File: config.mk
export PLATFORM = sky130hd
export DESIGN_NAME = multicycle_ctrl
export DESIGN_NICKNAME = d
export VERILOG_FILES = /design/src/rtl/multicycle_ctrl.sv
export SDC_FILE = /design/constraint.sdc
export NUM_CORES = 1
export LEC_CHECK = 0
export BUFFER_PORTS_ARGS = -buffer_cell sky130_fd_sc_hd__buf_2
export CORE_ASPECT_RATIO = 1.2
export CORE_MARGIN = 10
export CORE_UTILIZATION = 51
export DETAILED_ROUTE_END_ITERATION = 8
export PLACE_DENSITY = 0.85
export SLEW_MARGIN = 10
export SYNTH_ARGS = -nofsm -noshare
export SYNTH_HDL_FRONTEND = slang
export SYNTH_SLANG_ARGS = --single-unit
File: constraint.sdc
create_clock -name clk -period 2.65 [get_ports clk]
set_clock_uncertainty 0.2 [all_clocks]
set_input_delay 0 -clock clk [delete_from_list [all_inputs] [get_ports clk]]
set_output_delay 0 -clock clk [all_outputs]
set_load 0.02 [all_outputs]
File: src/rtl/multicycle_ctrl.sv
// Multi-cycle MIPS sequencer: walks each instruction FETCH..WRITEBACK over one shared ALU/memory port.
// Datapath controls are registered from the next state; ir_write/pc_write add the Mealy handshake terms.
module multicycle_ctrl #(
   parameter bit TRAP_ON_ILLEGAL = 1'b1
) (
   input  logic       clk,
   input  logic       reset,
   input  logic [5:0] opcode,
   input  logic [5:0] funct,
   input  logic       zero,
   input  logic       mem_ready,
   output logic       mem_req,
   output logic       mem_we,
   output logic       iord,
   output logic       ir_write,
   output logic       pc_write,
   output logic [1:0] pc_src,
   output logic       reg_write,
   output logic [1:0] reg_dst,
   output logic [1:0] mem_to_reg,
   output logic       alu_src_a,
   output logic [1:0] alu_src_b,
   output logic [2:0] alu_op,
   output logic [1:0] ext_op,
   output logic [3:0] state,
   output logic       illegal
);

   localparam logic [5:0] OP_RTYPE = 6'h00;
   localparam logic [5:0] OP_J     = 6'h02;
   localparam logic [5:0] OP_JAL   = 6'h03;
   localparam logic [5:0] OP_BEQ   = 6'h04;
   localparam logic [5:0] OP_ORI   = 6'h0D;
   localparam logic [5:0] OP_LUI   = 6'h0F;
   localparam logic [5:0] OP_LW    = 6'h23;
   localparam logic [5:0] OP_SW    = 6'h2B;

   localparam logic [5:0] FN_NOP   = 6'h00;
   localparam logic [5:0] FN_JR    = 6'h08;
   localparam logic [5:0] FN_ADDU  = 6'h21;
   localparam logic [5:0] FN_SUBU  = 6'h23;

   localparam logic [2:0] ALU_ADD    = 3'b000;
   localparam logic [2:0] ALU_SUB    = 3'b001;
   localparam logic [2:0] ALU_OR     = 3'b010;
   localparam logic [2:0] ALU_PASS_B = 3'b011;

   localparam logic [1:0] EXT_ZERO = 2'b00;
   localparam logic [1:0] EXT_SIGN = 2'b01;
   localparam logic [1:0] EXT_HI   = 2'b10;

   typedef enum logic [3:0] {
      S_FETCH  = 4'd0,
      S_DECODE = 4'd1,
      S_EXEC_R = 4'd2,
      S_EXEC_I = 4'd3,
      S_ADDR   = 4'd4,
      S_MEM_RD = 4'd5,
      S_MEM_WR = 4'd6,
      S_WB_ALU = 4'd7,
      S_WB_MEM = 4'd8,
      S_BRANCH = 4'd9,
      S_JUMP   = 4'd10,
      S_TRAP   = 4'd11
   } state_t;

   // pc_jump is the registered (JUMP-state) part of pc_write.
   typedef struct packed {
      logic       mem_req;
      logic       mem_we;
      logic       iord;
      logic       pc_jump;
      logic [1:0] pc_src;
      logic       reg_write;
      logic [1:0] reg_dst;
      logic [1:0] mem_to_reg;
      logic       alu_src_a;
      logic [1:0] alu_src_b;
      logic [2:0] alu_op;
      logic [1:0] ext_op;
   } ctrl_t;

   localparam ctrl_t CTRL_FETCH = '{mem_req: 1'b1, alu_src_b: 2'd1, default: '0};

   state_t cur;
   state_t nxt;
   ctrl_t  ctrl_q;
   ctrl_t  ctrl_nxt;
   logic   illegal_q;

   always_comb begin
      nxt = cur;
      case (cur)
         S_FETCH:  if (mem_ready) nxt = S_DECODE;
         S_DECODE: begin
            nxt = TRAP_ON_ILLEGAL ? S_TRAP : S_FETCH;
            case (opcode)
               OP_RTYPE: begin
                  case (funct)
                     FN_ADDU, FN_SUBU: nxt = S_EXEC_R;
                     FN_JR:            nxt = S_JUMP;
                     FN_NOP:           nxt = S_FETCH;
                     default:          ;
                  endcase
               end
               OP_ORI, OP_LUI: nxt = S_EXEC_I;
               OP_LW, OP_SW:   nxt = S_ADDR;
               OP_BEQ:         nxt = S_BRANCH;
               OP_J, OP_JAL:   nxt = S_JUMP;
               default:        ;
            endcase
         end
         S_EXEC_R, S_EXEC_I: nxt = S_WB_ALU;
         S_ADDR:   nxt = (opcode == OP_LW) ? S_MEM_RD : S_MEM_WR;
         S_MEM_RD: if (mem_ready) nxt = S_WB_MEM;
         S_MEM_WR: if (mem_ready) nxt = S_FETCH;
         S_WB_ALU, S_WB_MEM, S_BRANCH, S_JUMP: nxt = S_FETCH;
         S_TRAP:   nxt = S_TRAP;
         default:  nxt = S_FETCH;
      endcase
   end

   // Decode the state being entered so the registered controls are valid throughout it.
   // IR is loaded on FETCH exit, and DECODE's controls are opcode-independent.
   always_comb begin
      ctrl_nxt = '0;
      case (nxt)
         S_FETCH:  ctrl_nxt = CTRL_FETCH;
         S_DECODE: begin
            ctrl_nxt.alu_src_b = 2'd3;
            ctrl_nxt.ext_op    = EXT_SIGN;
            ctrl_nxt.alu_op    = ALU_ADD;
         end
         S_EXEC_R: begin
            ctrl_nxt.alu_src_a = 1'b1;
            ctrl_nxt.alu_op    = (funct == FN_SUBU) ? ALU_SUB : ALU_ADD;
         end
         S_EXEC_I: begin
            ctrl_nxt.alu_src_b = 2'd2;
            ctrl_nxt.ext_op    = (opcode == OP_LUI) ? EXT_HI : EXT_ZERO;
            ctrl_nxt.alu_op    = (opcode == OP_LUI) ? ALU_PASS_B : ALU_OR;
         end
         S_WB_ALU: begin
            ctrl_nxt.reg_write = 1'b1;
            ctrl_nxt.reg_dst   = (opcode == OP_RTYPE) ? 2'd1 : 2'd0;
         end
         S_ADDR: begin
            ctrl_nxt.alu_src_a = 1'b1;
            ctrl_nxt.alu_src_b = 2'd2;
            ctrl_nxt.ext_op    = EXT_SIGN;
         end
         S_MEM_RD: begin
            ctrl_nxt.mem_req = 1'b1;
            ctrl_nxt.iord    = 1'b1;
         end
         S_MEM_WR: begin
            ctrl_nxt.mem_req = 1'b1;
            ctrl_nxt.mem_we  = 1'b1;
            ctrl_nxt.iord    = 1'b1;
         end
         S_WB_MEM: begin
            ctrl_nxt.reg_write  = 1'b1;
            ctrl_nxt.mem_to_reg = 2'd1;
         end
         S_BRANCH: begin
            ctrl_nxt.alu_src_a = 1'b1;
            ctrl_nxt.alu_op    = ALU_SUB;
            ctrl_nxt.pc_src    = 2'd1;
         end
         S_JUMP: begin
            ctrl_nxt.pc_jump = 1'b1;
            ctrl_nxt.pc_src  = (opcode == OP_RTYPE) ? 2'd3 : 2'd2;
            if (opcode == OP_JAL) begin
               ctrl_nxt.reg_write  = 1'b1;
               ctrl_nxt.reg_dst    = 2'd2;
               ctrl_nxt.mem_to_reg = 2'd2;
            end
         end
         default: ctrl_nxt = '0;
      endcase
   end

   // NOTE: state registers use non-blocking assignments so every flop samples pre-edge values.
   always_ff @(posedge clk or posedge reset) begin
      if (reset) begin
         cur       <= S_FETCH;
         ctrl_q    <= CTRL_FETCH;
         illegal_q <= 1'b0;
      end else begin
         cur    <= nxt;
         ctrl_q <= ctrl_nxt;
         if (nxt == S_TRAP) illegal_q <= 1'b1;
      end
   end

   // Registers hold FETCH values during reset so FETCH is live on release; gating keeps outputs 0 meanwhile.
   assign mem_req    = ctrl_q.mem_req & ~reset;
   assign mem_we     = ctrl_q.mem_we & ~reset;
   assign iord       = ctrl_q.iord & ~reset;
   assign pc_src     = reset ? 2'd0 : ctrl_q.pc_src;
   assign reg_write  = ctrl_q.reg_write & ~reset;
   assign reg_dst    = reset ? 2'd0 : ctrl_q.reg_dst;
   assign mem_to_reg = reset ? 2'd0 : ctrl_q.mem_to_reg;
   assign alu_src_a  = ctrl_q.alu_src_a & ~reset;
   assign alu_src_b  = reset ? 2'd0 : ctrl_q.alu_src_b;
   assign alu_op     = reset ? 3'd0 : ctrl_q.alu_op;
   assign ext_op     = reset ? 2'd0 : ctrl_q.ext_op;
   assign illegal    = illegal_q & ~reset;
   assign state      = cur;

   assign ir_write = ~reset & (cur == S_FETCH) & mem_ready;
   assign pc_write = ~reset & (((cur == S_FETCH) & mem_ready) |
                               ((cur == S_BRANCH) & zero) |
                               ctrl_q.pc_jump);

endmodule

# Yosys cells after proc, flatten, opt, wreduce, memory -nomap -nowiden
# Cells that the tools add are included.
[totals]
reg_bits = 24
in_bits = 16
out_inout_bits = 25
word_cells = 103
[op_classes]
n_eq_ne = 29
muxes = 31
bitwise = 14
reduce_logical = 15
[op_table]
columns = ["cell", "count"]
rows = [
  ["4-bit by 3-bit equality test with 1-bit output (second input constant)", 7],
  ["4-bit case mux with 7 select lines", 1],
  ["4-bit equality test (second input constant)", 6],
  ["6-bit equality test (second input constant)", 4],
  ["4-bit case mux with 5 select lines", 1],
  ["6-bit by 4-bit equality test with 1-bit output (second input constant)", 3],
  ["2-bit OR reduction", 9],
  ["4-bit by 2-bit equality test with 1-bit output (second input constant)", 4],
  ["2-bit case mux with 2 select lines", 4],
  ["2-bit 2-to-1 mux", 7],
  ["6-bit by 2-bit equality test with 1-bit output (second input constant)", 2],
  ["6-bit logical NOT", 2],
  ["4-bit 2-to-1 mux", 3],
  ["2-bit case mux with 3 select lines", 2],
  ["4-bit case mux with 3 select lines", 1],
  ["1-bit bitwise AND", 11],
  ["1-bit 2-to-1 mux", 9],
  ["4-bit by 1-bit equality test with 1-bit output (second input constant)", 2],
  ["4-bit logical NOT", 2],
  ["6-bit by 3-bit equality test with 1-bit output (second input constant)", 1],
  ["3-bit OR reduction", 2],
  ["5-bit 2-to-1 mux", 1],
  ["3-bit 2-to-1 mux", 1],
  ["1-bit bitwise OR", 2],
  ["other kinds (2)", 2],
]

# Logic depth before layout (Yosys ltp)
# Gate-level depths: netlist of run 1.
[logic_depth]
word_depth = 8
depth_mapped = 8
mapped_depth_nobuf = 7

# Worst setup path after synthesis of run 1
# OpenSTA, ideal clock, no wires.
[synth_timing]
kind = "register to register"
from = "register cur[0] (netlist: state[0])"
to = "register ctrl_q[2] in the netlist's numbering"
setup_ns = 0.096
t_arrival_ns = 1.933
required_time_ns = 2.354
slack_ns = 0.422
stages_incl_launch_ff = 9
n_path_buf = 2
period_less_slack_ns = 2.228
path_cell_list = "dfrtp_1 > buf_2 > nor4b_4 > nand3_1 > a31oi_1 > or4_1 > buf_6 > a211o_1 > o31ai_1"
[synth_rtl]
columns = ["item", "line", "text"]
rows = [
  ["from (decl)", "85", "state_t cur;"],
  ["from (signal assigned)", "190", "cur <= nxt;"],
  ["to (signal assigned)", "191", "ctrl_q <= ctrl_nxt;"],
  ["to (decl)", "87", "ctrl_t ctrl_q;"],
]

==> results of run 1 <==
timing repair:
item,in CTS,in global routing
endpoints found under the hold margin,35,0
buffers inserted,0,1
endpoints found under the setup margin,0,3
gates resized for setup,0,2
hold buffers,11,0
cell usage after synthesis:
cell and number:
nor2_1 16, a31o_2 1, a2111oi_0 2, and2_2 1
inv_1 6, o21ai_0 3, nor4b_4 1, inv_2 1
a21oi_1 8, nand4b_1 1, o41ai_1 1, dfrtp_1 21
buf_6 2, a31oi_1 6, conb_1 1, o211ai_2 1
buf_2 3, nand2b_1 2, nand4_1 1, nor2b_1 23
o31a_2 1, or4_1 1, and3_1 2, nor4_1 4
a211oi_2 1, nand3_1 6, buf_4 4, a21o_1 1
clkbuf_1 3, nor4bb_1 1, or4b_1 1, o31ai_1 3
nor3_4 1, nand2_1 12, nand4b_2 1, or3_1 2
dfstp_2 2, nor3_1 3, or2b_1 1, a211o_1 1
nor4_2 2, mux2i_1 1, nand3_2 1, o31ai_2 1
sequential cells by signal, summed over array words and instances (netlist names):
| register | cells |
|---|---|
| ctrl_q | 18 |
| illegal_q | 1 |
| state | 4 |
layer usage:
layer | wire [um] | GRT usage
met1 | 1340 | 0.136
met2 | 1700 | 0.228
met3 | 283 | 0.0230
met4 | 89 | 0.0726
met5 | 0 | 0
cell type report:
cell class,count,area [sq um],share of cell area
multi-input combinational,115,744,0.429
inverter,7,26.3,0.0151
tap,33,41.3,0.0238
timing repair buffer,52,320,0.184
clock buffer,4,26.3,0.0151
sequential,23,578,0.333
stage by stage:
step / area, sq um / total power (W) / setup slack, ns / hold slack, ns / util
2_1_floorplan: 1420 / 0.00117 / 0.422 / -0.122 / -
4_1_cts: 1720 / 0.00149 / 0.159 / 0.0195 / 0.660
5_1_grt: 1740 / 0.00165 / 0.0443 / 0.0237 / 0.667
3_5_place_dp: 1580 / 0.00133 / 0.194 / 0.153 / 0.607
3_3_place_gp: 1580 / 0.00131 / 0.346 / 0.144 / 0.607
6_report: 1740 / 0.00153 / 0.206 / 0.0159 / 0.667
kinds of logic (layout without fill, tap and decap cells):
group	after synthesis	after routing	synth area share
AO/OA/AOI/OAI	30	30	0.151
buffers and inverters	19	63	0.0743
flip-flops	23	23	0.408
multiplexers	1	1	0.00707
other	1	1	0.00265
AND/OR/NAND/NOR	83	83	0.356
path summary, 6_finish.rpt:
kind,slack [ns],to,start
setup / recovery,0.21,ctrl_q[1]$_DFF_PP0_,opcode[3]
max in group asynchronous,1.41,ctrl_q[2]$_DFF_PP0_,reset
setup reg to reg,0.22,ctrl_q[2]$_DFF_PP0_,state[1]$_DFF_PP0_
min in group asynchronous,0.35,ctrl_q[6]$_DFF_PP0_,reset
hold reg to reg,0.30,illegal_q$_DFFE_PP0N_,illegal_q$_DFFE_PP0N_
hold / removal,0.02,ctrl_q[2]$_DFF_PP0_,funct[1]
power breakdown:
part | leakage [nW] | internal, W | total (W) | switching, W
logic | 0.539 | 0.000310 | 0.000807 | 0.000497
clock network | 0.0150 | 0.0000587 | 0.000152 | 0.0000929
registers | 0.298 | 0.000462 | 0.000571 | 0.000109
total | 0.852 | 0.000830 | 0.00153 | 0.000699
layout by cell type (no fill, tap or decap), types with 2 or more instances in the layout:
master         synthesis  routed
buf_2                  3      39
nor2b_1               23      23
dfrtp_1               21      21
nor2_1                16      16
nand2_1               12      12
dlygate4sd3_1          0      11
a21oi_1                8       8
a31oi_1                6       6
inv_1                  6       6
nand3_1                6       6
nor4_1                 4       4
o21ai_0                3       3
nor3_1                 3       3
o31ai_1                3       3
clkbuf_4               0       3
or3_1                  2       2
nand2b_1               2       2
a2111oi_0              2       2
and3_1                 2       2
dfstp_2                2       2
buf_4                  4       2
critical path, cell delays in order:
cell	delay (ns)
dlygate4sd3_1	0.52
buf_2	0.18
nor4bb_1	0.41
nand3_1	0.15
dlygate4sd3_1	0.57
nor2_1	0.10
dlygate4sd3_1	0.56
==> run metrics, run 1 <==
post-DP HPWL=2550 um; Fillers=206; cell taking the most area after synthesis=dfrtp_1; core area=2600 sq um; Worst IR Drop VDD=0.568 mV; Max transition margin=0.465; Arr. time, crit path=2.49 ns; Cell variety after synth=44; max cap viols=0; Leak=0.852 nW; hold path depth=4; largest net degree at the start of global routing=24; via/cell ratio=5.59; Port Buf Inserts=39; Max FO, Critical Path=8; pwr dens=880 nW/um^2; Setup Viol. Count Final=0; Max Clk Rate=409 MHz; Worst-Skew Late Latency=0.30 ns; Slew Limit Fails=0; crit path kind=input port to register; overflow left after global routing=0; Clk pin slew, worst setup/hold paths=0.11 ns; Root Buffer=clkbuf_4; RSZ-0062 raised after global routing=no; Post-Syn Area=1420 sq um; DRT Pass-1 Iters=4; starting density of the core=0.544; io pins=41; Num CTS Buffers=3; Die ar.=5290 sq um; post-route ant nets=0; initial antenna violation count=0; Clock Path Buffers=2; Yosys warnings=0; RePlAce Congestion=0.954; fin cells=234; Final min period=2.44 ns; FF+latch count, synth=23; Hold WC Path Type=input port to register; final worst-path cycle share=0.922; Routed WL=3410 um; vias in the first global route=1267; reg2reg path depth=5; slew at the pin closest to its max-slew limit=0.782 ns; Seq/Total Area, Yosys=0.408; ANT cells=0; CP endpoint kind=register; status=finished clean; total track usage=0.129; Placed Cells=218; Synth Area per Inst=9.01 sq um; Die Wd=68.1 um; layout net count=218; largest cells by area after synthesis=dfrtp_1, nor2b_1, nor2_1, dfstp_2, nand2_1; Syn-to-layout area delta=22.7%; row cnt=20; drt wl/cell=14.6 um; first-pass GRT wire length=5530 um; share of layout cells above drive strength 1=0.299; Gate Count Post-Synth=157; Die Ht=77.7 um; clock sink total=23; setup_tns=0 ns; syn_nets=173; Starting DRT DRC Count=37; Final Hold Viols=0; Req. time, crit path=2.69 ns; Residual DRC=0; top-area cell type share of the netlist area=0.371; H-tree levels=1; routed vias=1307; CTS tree=yes; critical path startpoint category=input port
Power figures use the tool's default switching activity.
==> inputs of run 2 (changes only) <==
--- a/config.mk
+++ b/config.mk
@@ -5,12 +5,14 @@
 export SDC_FILE = /design/constraint.sdc
 export NUM_CORES = 1
 export LEC_CHECK = 0
+export ABC_AREA = 1
 export BUFFER_PORTS_ARGS = -buffer_cell sky130_fd_sc_hd__buf_2
 export CORE_ASPECT_RATIO = 1.2
 export CORE_MARGIN = 10
-export CORE_UTILIZATION = 51
+export CORE_UTILIZATION = 50
 export DETAILED_ROUTE_END_ITERATION = 8
-export PLACE_DENSITY = 0.85
+export MAX_ROUTING_LAYER = met4
+export PLACE_DENSITY = 0.84
 export SLEW_MARGIN = 10
 export SYNTH_ARGS = -nofsm -noshare
 export SYNTH_HDL_FRONTEND = slang
==> run metrics, run 2 <==
CTS tree=yes (unchanged); CP endpoint kind=register (unchanged); Worst-Skew Late Latency=0.32 ns (was 0.30 ns); routed vias=1310 (was 1307); total track usage=0.128 (was 0.129); Place WS=0.757 ns (was 0.194 ns); most frequent cells in the layout=inv_1, nor2_1, buf_2, nand2_1, dfrtp_1 (was buf_2, nor2b_1, dfrtp_1, nor2_1, nand2_1); pwr dens=807 nW/um^2 (was 880 nW/um^2); Max transition margin=0.465 (about the same); Multi-input gate area=598 sq um (was 744 sq um); asr flop ratio synth=1.00 (unchanged); Die Ht=77.0 um (was 77.7 um); largest cells by area after synthesis=dfrtp_1, inv_1, nor2_1, nand2_1, nand3_1 (was dfrtp_1, nor2b_1, nor2_1, dfstp_2, nand2_1); Syn-to-layout area delta=28.8% (was 22.7%); share of layout cells above drive strength 1=0.264 (was 0.299); Fillers=244 (was 206); Setup Fix Bufs, Post-CTS=0 (unchanged); via/cell ratio=4.70 (was 5.59); post-layout util=0.682 (was 0.667); post-DP HPWL=2480 um (was 2550 um); Primary FF master, synth=dfrtp_1 (unchanged); Post-Syn Area=1350 sq um (was 1420 sq um); Leak=1.01 nW (was 0.852 nW); metal3 WL=241 um (was 283 um); commonest cells in the netlist=inv_1, nor2_1, nand2_1, dfrtp_1, nand3_1 (was nor2b_1, dfrtp_1, nor2_1, nand2_1, a21oi_1); EDFF count, synth=0 (unchanged); Clock Path Buffers=2 (unchanged); Yosys warnings=0 (unchanged); ANT cells=0 (unchanged); hold_ws=0.0512 ns (was 0.0159 ns); vias in the first global route=1196 (was 1267); crit path kind=input port to register (unchanged); Worst IR Drop VDD=0.743 mV (was 0.568 mV); overflow left after global routing=0 (unchanged); largest register by flop count=ctrl_q (unchanged); Max Clk Rate=416 MHz (was 409 MHz); initial antenna violation count=0 (unchanged); Max Used Layer=met4 (unchanged); slew at the pin closest to its max-slew limit=0.802 ns (was 0.782 ns); Clk pin slew, worst setup/hold paths=0.12 ns (was 0.11 ns); Arr. time, crit path=2.46 ns (was 2.49 ns); final worst-path cycle share=0.906 (was 0.922); top-area cell type share of the netlist area=0.389 (was 0.371); Req. time, crit path=2.71 ns (was 2.69 ns); Root Buffer=clkbuf_4 (unchanged); Starting DRT DRC Count=36 (was 37); cell taking the most area after synthesis=dfrtp_1 (unchanged); Setup Viol. Count Final=0 (unchanged); Routed WL=3080 um (was 3410 um); Met1 Wirelength=1180 um (was 1340 um); syn_nets=208 (was 173); H-tree levels=1 (unchanged); post-route ant nets=0 (unchanged); Seq/Total Area, Yosys=0.427 (was 0.408); starting density of the core=0.530 (was 0.544); Die ar.=5190 sq um (was 5290 sq um); Reg area=578 sq um (unchanged); final worst slack=0.248 ns (was 0.206 ns); status=finished clean (unchanged); Residual DRC=0 (unchanged); Die Wd=67.5 um (was 68.1 um); drt wl/cell=11.0 um (was 14.6 um); FF+latch count, synth=23 (unchanged); largest net degree at the start of global routing=24 (unchanged); io pins=41 (unchanged); flip-flop count of the largest register after layout=18 (unchanged); flop2flop setup slack=0.72 ns (was 0.22 ns); Synth Area per Inst=7.04 sq um (was 9.01 sq um); Cell variety after synth=27 (was 44); DP Area=1570 sq um (was 1580 sq um); clock sink total=23 (unchanged); core area=2550 sq um (was 2600 sq um); Gate Count Post-Synth=192 (was 157); Num CTS Buffers=3 (unchanged); DRT Pass-1 Iters=4 (unchanged); Final min period=2.40 ns (was 2.44 ns); critical path startpoint category=input port (unchanged); met2 wire len=1580 um (was 1700 um); RePlAce Congestion=0.934 (was 0.954); row cnt=20 (unchanged); post-route cell area=1740 sq um (about the same); max cap viols=0 (unchanged); first-pass GRT wire length=5180 um (was 5530 um); Port Buf Inserts=39 (unchanged); setup_tns=0 ns (unchanged); Final Hold Viols=0 (unchanged); Max FO, Critical Path=5 (was 8); layout net count=263 (was 218); RSZ-0062 raised after global routing=no (unchanged); Slew Limit Fails=0 (unchanged); Hold WC Path Type=input port to register (unchanged)
run 2: cell types whose count changed after synthesis, moves of 4 or more:
cell / change
a21oi_1: -5
a31oi_1: -6
inv_1: +33
nand2_1: +18
nand2_2: +4
nand3_1: +14
nor2_1: +23
nor2_2: +5
nor2b_1: -23
nor4_1: -4
run 2: worst max-delay path: stages:
cell	delay (ns)
dlygate4sd3_1	0.53
buf_2	0.15
nor2_4	0.15
dlygate4sd3_1	0.66
nand3_4	0.11
nand2_1	0.07
nor2_1	0.04
nand2_1	0.07
nand3_1	0.08
nand2_1	0.11
nand2_1	0.15
nor2_1	0.17
nand3_1	0.09
nand3_1	0.09
run 2: through the flow:
stage / total power, W / cells
floorplan: 0.00105 / 192
global route: 0.00153 / 279
detailed placement: 0.00123 / 261
CTS: 0.00141 / 279
global placement: 0.00122 / 261
finish: 0.00141 / 279
run 2: logic make-up (layout without fill, tap and decap cells):
logic type / after synthesis / in the layout / share of synthesized area
simple gates: 111 / 111 / 0.384
buf+inv: 46 / 100 / 0.130
flops: 23 / 23 / 0.427
other cells: 1 / 1 / 0.00277
compound gates: 11 / 11 / 0.0555
run 2: timing repair:
action | CTS | global route
endpoints found under the hold margin | 33 | 0
resized for setup | 0 | 0
hold buffers | 14 | 0
run 2: final cells by class:
class | instances | area share
flip-flops and latches | 23 | 0.332
repair buffers | 53 | 0.193
inverters | 43 | 0.0927
clock inverters | 1 | 0.00287
clock buffers | 3 | 0.0129
multi-input cells | 123 | 0.343
well taps | 33 | 0.0237
run 2: path summary, 6_finish.rpt:
kind | from | depth (start not counted) | end
min in group asynchronous | reset | 3 | ctrl_q[1]$_DFF_PP0_
worst min-delay path | funct[3] | 8 | ctrl_q[5]$_DFF_PP1_
worst max register to register | state[1]$_DFF_PP0_ | 9 | ctrl_q[11]$_DFF_PP0_
worst max-delay path | opcode[5] | 14 | ctrl_q[2]$_DFF_PP0_
worst min register to register | illegal_q$_DFFE_PP0N_ | 2 | illegal_q$_DFFE_PP0N_
max in group asynchronous | reset | 3 | ctrl_q[11]$_DFF_PP0_
run 2: report_power, final:
group / leakage [nW] / total (W) / internal [W] / switching, W
combinational: 0.693 / 0.000728 / 0.000235 / 0.000493
sequential: 0.298 / 0.000517 / 0.000462 / 0.0000559
clock: 0.0177 / 0.000160 / 0.0000566 / 0.000104
total: 1.01 / 0.00141 / 0.000753 / 0.000653
run 2: per-layer routing:
metal | track usage | vias to the layer above
met5 | - | -
met4 | 0.0679 | 0
met3 | 0.0349 | 5
met2 | 0.210 | 42
met1 | 0.132 | 574
li1 | - | 689
==> inputs of run 3 (changes only) <==
--- a/config.mk
+++ b/config.mk
@@ -7,9 +7,11 @@
 export LEC_CHECK = 0
 export ABC_AREA = 1
 export BUFFER_PORTS_ARGS = -buffer_cell sky130_fd_sc_hd__buf_2
+export CELL_PAD_IN_SITES_DETAIL_PLACEMENT = 0
+export CELL_PAD_IN_SITES_GLOBAL_PLACEMENT = 1
 export CORE_ASPECT_RATIO = 1.2
 export CORE_MARGIN = 10
-export CORE_UTILIZATION = 50
+export CORE_UTILIZATION = 35
 export DETAILED_ROUTE_END_ITERATION = 8
 export MAX_ROUTING_LAYER = met4
 export PLACE_DENSITY = 0.84
==> run metrics, run 3 (synthesis results as in run 2) <==
status=finished clean (unchanged); Clock Path Buffers=2 (unchanged); Max transition margin=0.430 (was 0.465); Worst-Skew Late Latency=0.26 ns (was 0.32 ns); final worst slack=0.231 ns (was 0.248 ns); setup_tns=0 ns (unchanged); largest net degree at the start of global routing=24 (unchanged); internal power=0.000801 W (was 0.000753 W); Net Switching=0.000661 W (was 0.000653 W); post-route ant nets=0 (unchanged); Final min period=2.42 ns (was 2.40 ns); RePlAce Congestion=0.859 (was 0.934); starting density of the core=0.366 (was 0.530); DP Area=1600 sq um (was 1570 sq um); Leak=1.00 nW (was 1.01 nW); clock sink total=23 (unchanged); row cnt=24 (was 20); Reg-to-Reg Start=state[1]$_DFF_PP0_ (unchanged); Die ar.=6760 sq um (was 5190 sq um); Max Clk Rate=413 MHz (was 416 MHz); Max FO, Critical Path=5 (unchanged); Fillers=416 (was 244); worst hold start=opcode[1] (was funct[3]); Die Wd=76.8 um (was 67.5 um); Slew Limit Fails=0 (unchanged); Hold WC Path Type=input port to register (unchanged); Port Buf Inserts=39 (unchanged); layout net count=260 (was 263); reg2reg path depth=9 (unchanged); Worst IR Drop VDD=0.243 mV (was 0.743 mV); fin cells=295 (was 279); drt wl/cell=11.0 um (about the same); GR peak layer=met2 (unchanged); CP Launch Point=opcode[4] (was opcode[5]); Num CTS Buffers=3 (unchanged); power share of the clock group=0.146 (was 0.114); hold path depth=5 (was 8); Arr. time, crit path=2.37 ns (was 2.46 ns); CP endpoint kind=register (unchanged); Routed WL=3250 um (was 3080 um); largest register by flop count=ctrl_q (unchanged); flip-flop count of the largest register after layout=18 (unchanged); routed vias=1285 (was 1310); Syn-to-layout area delta=29.6% (was 28.8%); # resized after CTS=0 (unchanged); post-DP HPWL=2660 um (was 2480 um); hold_ws=0.0421 ns (was 0.0512 ns); Req. time, crit path=2.60 ns (was 2.71 ns); overflow left after global routing=0 (unchanged); Reg power frac=0.358 (was 0.368); Die Ht=88.1 um (was 77.0 um); io pins=41 (unchanged); Root Buffer=clkbuf_8 (was clkbuf_4); ANT cells=0 (unchanged); slew at the pin closest to its max-slew limit=0.854 ns (was 0.802 ns); Starting DRT DRC Count=73 (was 36); total track usage=0.102 (was 0.128); crit path kind=input port to register (unchanged); GR met2 Demand/Resource=0.186 (was 0.210); GR Layer Usage met1=0.103 (was 0.132); Residual DRC=0 (unchanged); RSZ-0062 raised after global routing=no (unchanged); Clk pin slew, worst setup/hold paths=0.07 ns (was 0.12 ns); final worst-path cycle share=0.913 (was 0.906); vias in the first global route=1321 (was 1196); pwr dens=834 nW/um^2 (was 807 nW/um^2); share of layout cells above drive strength 1=0.263 (was 0.264); via/cell ratio=4.36 (was 4.70); global-route met3 utilization=0.0215 (was 0.0349); first-pass GRT wire length=5660 um (was 5180 um); DRT Pass-1 Iters=4 (unchanged); Sw Share=0.452 (was 0.464); Final Hold Viols=0 (unchanged); core area=3690 sq um (was 2550 sq um); Setup Viol. Count Final=0 (unchanged); Placed Cells=280 (was 261); max cap viols=0 (unchanged); combinational share of power=0.496 (was 0.518); Place WS=0.753 ns (was 0.757 ns); initial antenna violation count=0 (unchanged); CTS tree=yes (unchanged); critical path startpoint category=input port (unchanged); H-tree levels=1 (unchanged); most frequent cells in the layout=inv_1, nor2_1, buf_2, nand2_1, dfrtp_1 (unchanged); post-route cell area=1750 sq um (was 1740 sq um)
[run 3: cell types whose count changed in the layout (fill, tap and decap cells not counted), sizes merged]
cell	previous run	this run
clkbuf	3	4
clkinv	2	1
dlygate4sd3	14	11
[run 3: final cells by class]
class | count | area, sq um | share of cell area
Tap cell | 52 | 65.1 | 0.0371
Sequential cell | 23 | 578 | 0.330
Timing Repair Buffer | 50 | 305 | 0.174
Inverter | 43 | 161 | 0.0921
Clock buffer | 4 | 45.0 | 0.0257
Multi-Input combinational cell | 123 | 598 | 0.341
[run 3: final timing paths]
path	slack, ns	endpoint
max in group asynchronous	1.30	ctrl_q[0]$_DFF_PP0_
hold reg to reg	0.27	illegal_q$_DFFE_PP0N_
setup / recovery	0.23	ctrl_q[6]$_DFF_PP0_
hold / removal	0.04	ctrl_q[11]$_DFF_PP0_
min in group asynchronous	0.43	ctrl_q[7]$_DFF_PP0_
setup reg to reg	0.73	ctrl_q[6]$_DFF_PP0_
[run 3: through the flow]
step           total power, W   util
4_1_cts               0.00147  0.475
5_1_grt               0.00158  0.475
2_1_floorplan         0.00105      -
6_report              0.00146  0.475
3_3_place_gp          0.00125  0.433
3_5_place_dp          0.00125  0.433
[run 3: per-layer routing]
| metal | wire, um | vias to the layer above |
|---|---|---|
| met1 | 1420 | 552 |
| met4 | 25 | 0 |
| li1 | - | 683 |
| met5 | 0 | - |
| met2 | 1630 | 46 |
| met3 | 174 | 4 |
[run 3: what timing repair did]
action	in CTS	in global routing
hold endpoints to repair	31	0
hold buffers	11	0
buffers inserted	0	0
[run 3: critical path: stages]
cell and delay, ns:
dlygate4sd3_1 0.53, buf_2 0.14, nor2_4 0.11, dlygate4sd3_1 0.65, nand3_4 0.11, nand3_1 0.10
nand3_1 0.10, nand2_1 0.08, nand3_1 0.16, nand2_1 0.14, nor2_2 0.06, or2_1 0.20
[run 3: power groups by stage]
stage | clock network (W) | registers [W] | logic (W)
finish | 0.000214 | 0.000523 | 0.000725
detailed placement | 0 | 0.000529 | 0.000720
global route | 0.000228 | 0.000537 | 0.000816
CTS | 0.000215 | 0.000523 | 0.000730
global placement | 0 | 0.000529 | 0.000716
floorplan | 0 | 0.000551 | 0.000497
